[src/rtl/fp_pkg.sv]
// Shared floating-point definitions: default field widths, accumulator state encoding
// and a +0 constant helper.
package fp_pkg;

  localparam int FP_EXP_WIDTH      = 8;
  localparam int FP_MANTISSA_WIDTH = 23;
  localparam int FP_MAX_W          = 64;

  typedef enum logic [1:0] {
    IDLE   = 2'd0,
    ACCUM  = 2'd1,
    FINISH = 2'd2
  } facc_state_t;

  // Callers cast the result down to their own word width.
  function automatic logic [FP_MAX_W-1:0] fp_zero();
    return '0;
  endfunction

endpackage

[src/rtl/fp_adder.sv]
// Combinational floating-point adder, round-to-nearest-even, with subnormal support.
// overflow_out marks a finite sum rounded to infinity; underflow_out marks a nonzero subnormal result.
module fp_adder
  import fp_pkg::*;
#(
  parameter int EXP_WIDTH      = FP_EXP_WIDTH,
  parameter int MANTISSA_WIDTH = FP_MANTISSA_WIDTH
) (
  input  logic [EXP_WIDTH+MANTISSA_WIDTH:0] a_in,
  input  logic [EXP_WIDTH+MANTISSA_WIDTH:0] b_in,
  output logic [EXP_WIDTH+MANTISSA_WIDTH:0] fpa_out,
  output logic                              overflow_out,
  output logic                              underflow_out
);

  localparam int W  = 1 + EXP_WIDTH + MANTISSA_WIDTH;
  localparam int SW = MANTISSA_WIDTH + 4;  // hidden bit, mantissa, guard, round, sticky
  localparam logic [EXP_WIDTH-1:0] EXP_MAX = '1;

  logic                      sa, sb;
  logic [EXP_WIDTH-1:0]      ea, eb;
  logic [MANTISSA_WIDTH-1:0] ma, mb;
  logic                      a_nan, b_nan, a_inf, b_inf;

  logic                      big_s, small_s;
  logic [EXP_WIDTH-1:0]      big_e, small_e;
  logic [MANTISSA_WIDTH:0]   big_sig, small_sig;
  logic [2*SW-1:0]           wide;
  logic [SW-1:0]             aligned;
  logic [SW:0]               sum;
  logic [SW-1:0]             norm;
  logic [EXP_WIDTH-1:0]      exp_field;
  logic [W-2:0]              mag;
  logic                      rnd_up, found;
  int                        diff, exp_n, lz, shamt;

  assign {sa, ea, ma} = a_in;
  assign {sb, eb, mb} = b_in;
  assign a_nan = (ea == EXP_MAX) && (ma != '0);
  assign b_nan = (eb == EXP_MAX) && (mb != '0);
  assign a_inf = (ea == EXP_MAX) && (ma == '0);
  assign b_inf = (eb == EXP_MAX) && (mb == '0);

  always_comb begin
    fpa_out       = '0;
    overflow_out  = 1'b0;
    underflow_out = 1'b0;
    found         = 1'b0;
    lz            = 0;
    shamt         = 0;
    exp_field     = '0;
    mag           = '0;
    rnd_up        = 1'b0;
    norm          = '0;

    // Order operands by magnitude so the subtraction below never goes negative.
    if (a_in[W-2:0] >= b_in[W-2:0]) begin
      big_s   = sa;  big_e   = (ea == '0) ? EXP_WIDTH'(1) : ea;  big_sig   = {ea != '0, ma};
      small_s = sb;  small_e = (eb == '0) ? EXP_WIDTH'(1) : eb;  small_sig = {eb != '0, mb};
    end else begin
      big_s   = sb;  big_e   = (eb == '0) ? EXP_WIDTH'(1) : eb;  big_sig   = {eb != '0, mb};
      small_s = sa;  small_e = (ea == '0) ? EXP_WIDTH'(1) : ea;  small_sig = {ea != '0, ma};
    end

    diff    = int'(big_e) - int'(small_e);
    wide    = {small_sig, 3'b000, {SW{1'b0}}} >> ((diff > SW) ? SW : diff);
    aligned = wide[2*SW-1:SW];
    aligned[0] = aligned[0] | (|wide[SW-1:0]);

    if (big_s != small_s) sum = {1'b0, big_sig, 3'b000} - {1'b0, aligned};
    else                  sum = {1'b0, big_sig, 3'b000} + {1'b0, aligned};

    exp_n = int'(big_e);
    if (sum[SW]) begin
      norm  = {sum[SW:2], sum[1] | sum[0]};
      exp_n = exp_n + 1;
    end else begin
      for (int i = SW - 1; i >= 0; i--) begin
        if (!found) begin
          if (sum[i]) found = 1'b1;
          else        lz    = lz + 1;
        end
      end
      // Stop normalising at the minimum exponent; what remains is subnormal.
      shamt = (lz < exp_n - 1) ? lz : exp_n - 1;
      norm  = sum[SW-1:0] << shamt;
      exp_n = exp_n - shamt;
    end

    if (a_nan || b_nan || (a_inf && b_inf && (sa != sb))) begin
      fpa_out = {1'b0, EXP_MAX, {MANTISSA_WIDTH{1'b0}}};
      fpa_out[MANTISSA_WIDTH-1] = 1'b1;
    end else if (a_inf || b_inf) begin
      fpa_out = {a_inf ? sa : sb, EXP_MAX, {MANTISSA_WIDTH{1'b0}}};
    end else if (sum == '0) begin
      fpa_out = {sa & sb, {(W-1){1'b0}}};
    end else if (exp_n >= int'(EXP_MAX)) begin
      fpa_out      = {big_s, EXP_MAX, {MANTISSA_WIDTH{1'b0}}};
      overflow_out = 1'b1;
    end else begin
      exp_field = norm[SW-1] ? EXP_WIDTH'(exp_n) : '0;
      rnd_up    = norm[2] & (norm[1] | norm[0] | norm[3]);
      mag       = {exp_field, norm[SW-2:3]} + {{(W-2){1'b0}}, rnd_up};
      fpa_out       = {big_s, mag};
      overflow_out  = (mag[W-2:MANTISSA_WIDTH] == EXP_MAX);
      underflow_out = (mag[W-2:MANTISSA_WIDTH] == '0) && (mag != '0);
    end
  end

endmodule

[src/rtl/fp_accumulator.sv]
// Streaming accumulator: sums length_in operands through fp_adder, one per cycle,
// and pulses done_out once the final sum and sticky flags are in place.
module fp_accumulator
  import fp_pkg::*;
#(
  parameter int EXP_WIDTH      = FP_EXP_WIDTH,
  parameter int MANTISSA_WIDTH = FP_MANTISSA_WIDTH,
  parameter int COUNT_WIDTH    = 8
) (
  input  logic                              clk_in,
  input  logic                              reset_in,
  input  logic                              start_in,
  input  logic [COUNT_WIDTH-1:0]            length_in,
  input  logic [EXP_WIDTH+MANTISSA_WIDTH:0] data_in,
  input  logic                              valid_in,
  output logic                              ready_out,
  output logic [EXP_WIDTH+MANTISSA_WIDTH:0] sum_out,
  output logic                              busy_out,
  output logic                              done_out,
  output logic                              overflow_out,
  output logic                              underflow_out
);

  localparam int W = 1 + EXP_WIDTH + MANTISSA_WIDTH;

  facc_state_t            state_q, state_d;
  logic [W-1:0]           acc_q, acc_d;
  logic [COUNT_WIDTH-1:0] rem_q, rem_d;
  logic                   ovf_q, ovf_d, unf_q, unf_d;
  logic [W-1:0]           fpa_out;
  logic                   fpa_ovf, fpa_unf;

  fp_adder #(
    .EXP_WIDTH      (EXP_WIDTH),
    .MANTISSA_WIDTH (MANTISSA_WIDTH)
  ) fpa0 (
    .a_in          (acc_q),
    .b_in          (data_in),
    .fpa_out       (fpa_out),
    .overflow_out  (fpa_ovf),
    .underflow_out (fpa_unf)
  );

  // Handshake: a term is consumed on a rising edge where valid_in && ready_out; ready_out
  // is high only in ACCUM and does not depend on valid_in, so sources may hold data freely.
  always_comb begin
    state_d   = state_q;
    acc_d     = acc_q;
    rem_d     = rem_q;
    ovf_d     = ovf_q;
    unf_d     = unf_q;
    ready_out = 1'b0;
    done_out  = 1'b0;
    busy_out  = (state_q != IDLE);

    unique case (state_q)
      IDLE: begin
        if (start_in) begin
          acc_d = W'(fp_zero());
          ovf_d = 1'b0;
          unf_d = 1'b0;
          if (length_in != '0) begin
            rem_d   = length_in;
            state_d = ACCUM;
          end else begin
            state_d = FINISH;
          end
        end
      end
      ACCUM: begin
        ready_out = 1'b1;
        if (valid_in) begin
          acc_d = fpa_out;
          ovf_d = ovf_q | fpa_ovf;
          unf_d = unf_q | fpa_unf;
          rem_d = rem_q - COUNT_WIDTH'(1);
          if (rem_q == COUNT_WIDTH'(1)) state_d = FINISH;
        end
      end
      FINISH: begin
        done_out = 1'b1;
        state_d  = IDLE;
      end
      default: state_d = IDLE;
    endcase
  end

  always_ff @(posedge clk_in) begin
    if (reset_in) begin
      state_q <= IDLE;
      acc_q   <= '0;
      rem_q   <= '0;
      ovf_q   <= 1'b0;
      unf_q   <= 1'b0;
    end else begin
      state_q <= state_d;
      acc_q   <= acc_d;
      rem_q   <= rem_d;
      ovf_q   <= ovf_d;
      unf_q   <= unf_d;
    end
  end

  assign sum_out       = acc_q;
  assign overflow_out  = ovf_q;
  assign underflow_out = unf_q;

endmodule
[config.mk]
export PLATFORM = sky130hd
export DESIGN_NAME = fp_accumulator
export DESIGN_NICKNAME = d
export VERILOG_FILES = /design/src/rtl/fp_pkg.sv /design/src/rtl/fp_adder.sv /design/src/rtl/fp_accumulator.sv
export SDC_FILE = /design/constraint.sdc
export NUM_CORES = 1
export LEC_CHECK = 0
export ABC_AREA = 1
export CAP_MARGIN = 20
export CORE_MARGIN = 2
export CORE_UTILIZATION = 35
export DETAILED_ROUTE_END_ITERATION = 6
export PLACE_DENSITY_LB_ADDON = 0.2
export SYNTH_ARGS = -nofsm -noshare
export SYNTH_HDL_FRONTEND = slang
export SYNTH_SLANG_ARGS = --single-unit
export TNS_END_PERCENT = 100
[constraint.sdc]
create_clock -name clk_in -period 82.1 [get_ports clk_in]
set_input_delay 12.315 -clock clk_in [delete_from_list [all_inputs] [get_ports clk_in]]
set_output_delay 12.315 -clock clk_in [all_outputs]
set_load 0.005 [all_outputs]
==> metrics.md, run 1 <==
| Metric | Value |
|---|---|
| Grt total ovfl | `0` |
| Fmax | `about 24 MHz` |
| Outcome | `finished clean` |
| Number of synthesized flops with an enable pin | `0` |
| Via count | `between 20k and 25k` |
| Leakage power total | `slightly above 9 nW` |
| Setup TNS Final | `0 ns` |
| Area contributors post-synth | `nand2_1 (20%), nand3_1 (15%), ha_1 (11%)` |
| Cts bufs inserted | `5` |
| Final setup viols | `0` |
| Clock slew at reported path FFs | `around 0.06 ns` |
| Routed wire length | `between 60,000 and 70,000 um` |
| Tightest Pin Transition | `1.17 ns` |
| Die width | `between 200 and 250 um` |
| # Post-CTS Setup Buffers | `0` |
| Share of layout cells above drive strength 1 | `0.0709` |
| Synth top cells by count | `nand2_1 (936), nand3_1 (527), inv_1 (395)` |
| Global-route wire length before repair | `97,700 um` |
| Critical R2R Capture | `sum_out[17]` |
| Critical path arrival | `about 42 ns` |
| Max-Cap Viols | `0` |
| Slew Limit Fails | `0` |
| First-pass detailed-route iteration total | `6` |
| Area leader, netlist | `nand2_1` |
| Top-area cell type share of the netlist area | `0.203` |
| Ys Warns | `0` |
| Root Driver | `clkbuf_16` |
| Iteration-0 DRC Markers | `about 2.1k` |
| Wirelength per Cell | `between 15 and 20 um` |
| Power density cells | `24.7 nW/um2` |
| Place WS | `39.76 ns` |
| Via count of the first global-routing pass | `~18k` |
| Worst endpoint required time | `a little over 80 ns` |
| Die Footprint | `~51,000 um2` |
| H-Tree Depth | `2` |
| Resize count post-CTS | `0` |
| R2R Setup Slk | `52.04 ns` |
| Initial antenna violation count | `0` |
| Highest metal used | `met4` |
| Area growth syn-to-layout | `7.09%` |
| Clock Sinks | `between 40 and 50` |
| Slowest-stage cell, CP | `clkinv_1` |
| CTS tree | `built` |
| CP Class | `input pin to flip-flop` |
| Num rows | `between 80 and 90` |
| Worst hold path cell count | `2` |
| GRT Overall Usage | `0.236` |
| Reg2reg path depth | `between 150 and 200` |
| Register area share after synthesis | `0.0510` |
| Mapped Cells | `3,211` |
| RD Place Congestion | `0.976` |
| Ys async rst share | `0` |
| Hold crit path type | `flip-flop to flip-flop` |
| Crit path time final | `42.25 ns` |
| Die Y | `226 um` |
| Worst setup margin | `approximately 40 ns` |
| Fin crit share | `0.515` |
| Final worst hold slack | `slightly below 0.5 ns` |
| Post-route ant nets | `0` |
| Reg2reg start | `sum_out[0]` |
| RSZ-0062 raised after global routing | `no` |
| Antenna cell count | `0` |
| Critical Path End Type | `flip-flop` |
| Startpoint Class | `input pin` |
| Largest net degree at the start of global routing | `approximately 130` |
| CP max FO | `between 100 and 150` |
| Peak VDD IR | `0.0000103 V` |
| FF+latch count, synth | `44` |
| CTS Buffer Depth | `2` |
| Post-detailed-route DRC marker count | `0` |
| Clk_lat worst skew | `0.29 ns` |
| Top-count cell post-synth | `nand2_1` |
| # IOs | `81` |
| Routed vias/inst | `approximately 5.3` |
| DP Area | `between 15,000 and 20,000 um2` |
| Worst setup path endpoint | `sum_out[17]` |
| Slowest cell delay on critical path | `slightly below 1 ns` |
| Distinct cells, synth | `75` |
| Main synth FF type | `dfxtp_1` |
| Final hold vios | `0` |
| Critical Path Source | `data_in[27]` |
| Relative slew slack | `0.212` |
| Skew final | `~0.0022 ns` |
| Met2 WL post-DR | `~27,000 um` |
| Net count, final | `3,429` |
| I/O Buffers | `80` |
| Met3 WL | `between 3000 and 4000 um` |
| Final instance area | `approximately 19,000 um2` |
| Dpl hpwl | `51,100 um` |
| Initial Util | `0.354` |
| M1 WL | `approximately 30,000 um` |
| Syn Area/Cell | `approximately 5.4 um2` |
| Hold-fix buffers, CTS | `0` |
| Most used cell, CP | `nand2_1` |
| Placeable Area | `between 40,000 and 50,000 um2` |
| Mapped cell area | `around 17,000 um2` |
per-stage QoR:
| step | power [mW] | cells | util |
|---|---|---|---|
| global placement | 0.425 | 3886 | 0.374 |
| global route | 0.503 | 3896 | 0.379 |
| floorplan | 0.334 | 3227 | - |
| detailed placement | 0.423 | 3887 | 0.375 |
| CTS | 0.448 | 3895 | 0.378 |
| finish | 0.457 | 3896 | 0.379 |
worst max-delay path, delay by kind of cell:
| kind | cells | cell delay (ns) |
|---|---|---|
| XOR/XNOR | 1 | 0.14 |
| AO/OA/AOI/OAI | 33 | 5.32 |
| buffers and inverters | 29 | 4.59 |
| adder cells (fa/ha/maj) | 30 | 9.13 |
| AND/OR/NAND/NOR | 86 | 10.79 |
area by class of cell:
cell class	instances	area, um2
multi-input combinational	2641	14000
timing repair buffer	93	938
inverter	446	1680
sequential	44	881
clock inverter	2	35.0
clock buffer	6	129
tap	664	831
fill	5653	30300
cell usage in the layout, fill, tap and decap left out, types with 10 or more instances in the layout:
cell	instances
nand2_1	936
nand3_2	38
xor2_1	46
nor2_1	257
nand2_2	44
nand2_4	10
nor2_2	28
nor3_1	28
clkdlybuf4s50_1	80
conb_1	17
inv_2	34
nand3_1	527
inv_1	395
nand4_1	68
a31oi_1	11
nand3b_1	15
a21oi_1	143
o21ai_1	18
o21ai_0	150
clkinv_1	13
dfxtp_1	44
buf_4	11
ha_1	151
or2_2	18
nor4_1	20
nor2_4	12
cells by family after synthesis:
kind of cell / Yosys count / share of synthesized area
AOI/OAI and AO/OA: 394 / 0.127
buffers and inverters: 542 / 0.142
and+or+nand+nor: 2019 / 0.537
other: 1 / 0.000217
DFF: 44 / 0.0510
adders and majority gates: 154 / 0.113
xor gates and xnor gates: 56 / 0.0288
muxes: 1 / 0.000579
where the power goes:
group	internal, mW	switching, mW
logic	0.116	0.291
clock network	0.0143	0.00859
registers	0.0233	0.00322
worst min path at each step:
stage	endpoint	slack (ns)	from
after floorplan	overflow_out	0.44	overflow_out
after global placement	underflow_out	0.48	underflow_out
after detailed placement	underflow_out	0.47	underflow_out
after CTS	underflow_out	0.49	underflow_out
after global routing	underflow_out	0.52	underflow_out
final	underflow_out	0.49	underflow_out
registers in the layout, indices dropped and copies added, names as in the netlist:
register / count
overflow_out: 1
underflow_out: 1
state_q: 2
rem_q: 8
sum_out: 32
layer usage:
metal	GRT usage	up-vias
met5	0	-
met4	0.0446	0
met3	0.0196	79
met2	0.380	700
met1	0.342	9159
li1	-	10600
Power figures use the tool's default switching activity.
==> run 2, diff against run 1 <==
Clock period 82.1 ns to 35.8 ns, I/O delays scaled along.
==> run 2 against run 1 <==
  * The flow now finishes with violations (DRC)
  * Global-route usage is 0.33 points higher
  * Critical path depth fell by 2
  * Register-to-register slack worse by 44 ns
  * Die area is the same
  * Setup slack worse by 37 ns
  * Non-clock buffer count rose by 2
  * Core utilization is 0.062 points higher
  * Via count increased by 0.92%
  * Clock power is 110% higher
  * Flip-flop and latch count unchanged
  * Clock skew is 0.0051 ns higher
  * Routed wire length rose by 1.6%
==> metrics.md, run 2 (synthesis gave the netlist of run 1 again) <==
| Metric | Value |
|---|---|
| Outcome | `finished with violations` |
| Failing checks | `DRC` |
| Iteration-0 DRC Markers | `2,098 (+1.8%)` |
| Routed vias/inst | `5.30 (+0.79%)` |
| Initial antenna violation count | `0 (unchanged)` |
| Grt total ovfl | `0 (unchanged)` |
| Slew Limit Fails | `0 (unchanged)` |
| Internal power | `345 uW (+120%)` |
| Fin crit share | `0.928` |
| Die Y | `226 um (unchanged)` |
| Dpl hpwl | `51,400 um (+0.57%)` |
| Wirelength per Cell | `16.2 um (+1.5%)` |
| Psw | `701 uW (+130%)` |
| Max reg flops | `32 (unchanged)` |
| Via count | `20.7k (+0.92%)` |
| Clock slew at reported path FFs | `0.07 ns (about the same)` |
| Most frequent cells in the layout | `nand2_1 (935), nand3_1 (527), inv_1 (394)` |
| Share of layout cells above drive strength 1 | `0.0735 (+0.00267)` |
| Antenna cell count | `0 (unchanged)` |
| Setup TNS Final | `0 ns (unchanged)` |
| Worst endpoint required time | `35.96 ns (-46.30 ns)` |
| Crit path time final | `between 30 and 40 ns` |
| Leakage power total | `9.23 nW (about the same)` |
| Via count of the first global-routing pass | `18.6k (+2.8%)` |
| H-Tree Depth | `2 (unchanged)` |
| Min-delay src | `rem_q[7]` |
| Sequential power share | `0.058 (about the same)` |
| Inst Count DP | `3,889 (+0.051%)` |
| Most common cell after layout, fill and taps aside | `nand2_1` |
| Fmax | `30.1 MHz` |
| Largest net degree at the start of global routing | `125 (unchanged)` |
| CP Class | `input pin to flip-flop` |
| Final hold vios | `0 (unchanged)` |
| Hold Path Sink | `rem_q[7]` |
| CP top delay family | `simple AND/OR/NAND/NOR gates` |
| Combinational share of power | `0.897 (+0.005)` |
| Skew final | `0.00731 ns (+0.00512 ns)` |
| Switching share of power | `0.670 (+0.00610)` |
| Hold crit path type | `flip-flop to flip-flop` |
| Startpoint Class | `input pin` |
| CP max FO | `31 (-75%)` |
| Area growth syn-to-layout | `7.26%` |
| Die Footprint | `51,200 um2 (unchanged)` |
| Clock Sinks | `44 (unchanged)` |
| Reg2reg start | `sum_out[22]` |
| Final setup viols | `0 (unchanged)` |
| # IOs | `81 (unchanged)` |
| Critical path arrival | `33.37 ns (-9.04 ns)` |
| Cts bufs inserted | `5 (unchanged)` |
| Die width | `226 um (unchanged)` |
| RSZ-0062 raised after global routing | `no` |
| Clock Power Share | `0.045 (-0.005)` |
| GRT Overall Usage | `0.239 (+0.00329)` |
| Net count, final | `3,434 (+0.15%)` |
| Reg2reg path depth | `173 (-2.8%)` |
| Initial Util | `0.354 (unchanged)` |
| Most used cell, CP | `nand2_1` |
| Post-route ant nets | `0 (unchanged)` |
| RD Place Congestion | `0.997 (+2.1%)` |
| Tightest Pin Transition | `1.07 ns (-0.102 ns)` |
| Power density cells | `56.4 nW/um2 (+130%)` |
| I/O Buffers | `80 (unchanged)` |
| CTS tree | `built` |
| First-pass detailed-route iteration total | `7 (+1)` |
| Global-route wire length before repair | `99,300 um (+1.7%)` |
| Post-route insts no fill | `3,901 (+0.13%)` |
| Relative slew slack | `0.281 (+0.0688)` |
| Post-detailed-route DRC marker count | `3 (+3)` |
| R2R Setup Slk | `7.72 ns (-44.32 ns)` |
| Num rows | `81 (unchanged)` |
| Max-Cap Viols | `0 (unchanged)` |
| Buf+Inv Stages, Crit Path | `30 (+3.4%)` |
| Critical R2R Capture | `sum_out[0]` |
| Root Driver | `clkbuf_16` |
| Worst hold path cell count | `2 (unchanged)` |
| Peak VDD IR | `0.0000229 V (+120%)` |
| Slowest cell delay on critical path | `0.78 ns (-0.19 ns)` |
| CTS Buffer Depth | `2 (unchanged)` |
| Routed wire length | `63,100 um (+1.6%)` |
| Clk_lat worst skew | `0.29 ns (about the same)` |
| Slowest-stage cell, CP | `o21ai_0` |
| Placeable Area | `48,800 um2 (unchanged)` |
| Critical Path End Type | `flip-flop` |
-- run 2: cell types whose count changed in the layout (fill, tap and decap cells not counted), sizes merged --
cell,delta
clkbuf,-1
clkinvlp,+4
nand2,+2
buf,+2
bufinv,-1
clkinv,-1
-- run 2: final cells by class --
cell class	instances	area (um2)
Fill cell	5717	30300
Multi-Input combinational cell	2643	14100
Inverter	446	1690
Timing Repair Buffer	95	917
Sequential cell	44	881
Tap cell	664	831
Clock buffer	5	125
Clock inverter	3	23.8
Timing Repair inverter	1	7.51
-- run 2: worst max path at each step --
| stage | startpoint | endpoint | slack [ns] | cells past startpoint |
|---|---|---|---|---|
| 3_3_place_gp | data_in[27] | sum_out[0] | 1.55 | 181 |
| 6_report | data_in[27] | sum_out[0] | 2.59 | 177 |
| 5_1_grt | data_in[26] | underflow_out | 0.02 | 184 |
| 4_1_cts | data_in[27] | sum_out[0] | 1.45 | 181 |
| 2_1_floorplan | data_in[14] | sum_out[16] | 5.99 | 186 |
| 3_5_place_dp | data_in[27] | sum_out[0] | 1.23 | 181 |
-- run 2: stage by stage --
| stage | hold slack, ns | cell area [um2] | utilization | setup WS, ns | power [mW] |
|---|---|---|---|---|---|
| after CTS | 0.488 | 18500 | 0.378 | 1.45 | 1.02 |
| after detailed placement | 0.477 | 18300 | 0.375 | 1.23 | 0.970 |
| after global placement | 0.485 | 18300 | 0.375 | 1.55 | 0.977 |
| after floorplan | 0.444 | 17300 | - | 5.99 | 0.766 |
| after global routing | 0.522 | 18500 | 0.379 | 0.0210 | 1.15 |
| final | 0.489 | 18500 | 0.379 | 2.59 | 1.05 |
-- run 2: power groups by stage --
stage          combinational [mW]  sequential, mW  clock, mW
6_report                    0.938          0.0610     0.0470
5_1_grt                      1.04          0.0614     0.0502
4_1_cts                     0.912          0.0607     0.0475
3_5_place_dp                0.908          0.0617          0
3_3_place_gp                0.916          0.0618          0
2_1_floorplan               0.708          0.0587          0
-- run 2: worst register-to-register path, delay by kind of cell (launching register included) --
family	cells	cell delay [ns]
AOI/OAI and AO/OA	33	6.41
xor gates and xnor gates	1	0.11
adders and majority gates	30	8.67
buffers and inverters	29	2.97
DFF	1	0.57
muxes	1	0.19
and+or+nand+nor	79	8.95
-- run 2: repair_timing --
action                                  in CTS  in global routing
endpoints found under the setup margin       0                 33
gates resized for setup                      0                 15
setup buffers                                0                  1
hold buffers                                 0                  0
-- run 2: routing by layer --
layer | global-route usage | vias to the layer above | wire (um)
li1 | - | 10600 | -
met2 | 0.383 | 746 | 27800
met3 | 0.0239 | 87 | 4290
met1 | 0.347 | 9267 | 29800
met5 | 0 | - | 0
met4 | 0.0439 | 0 | 1090
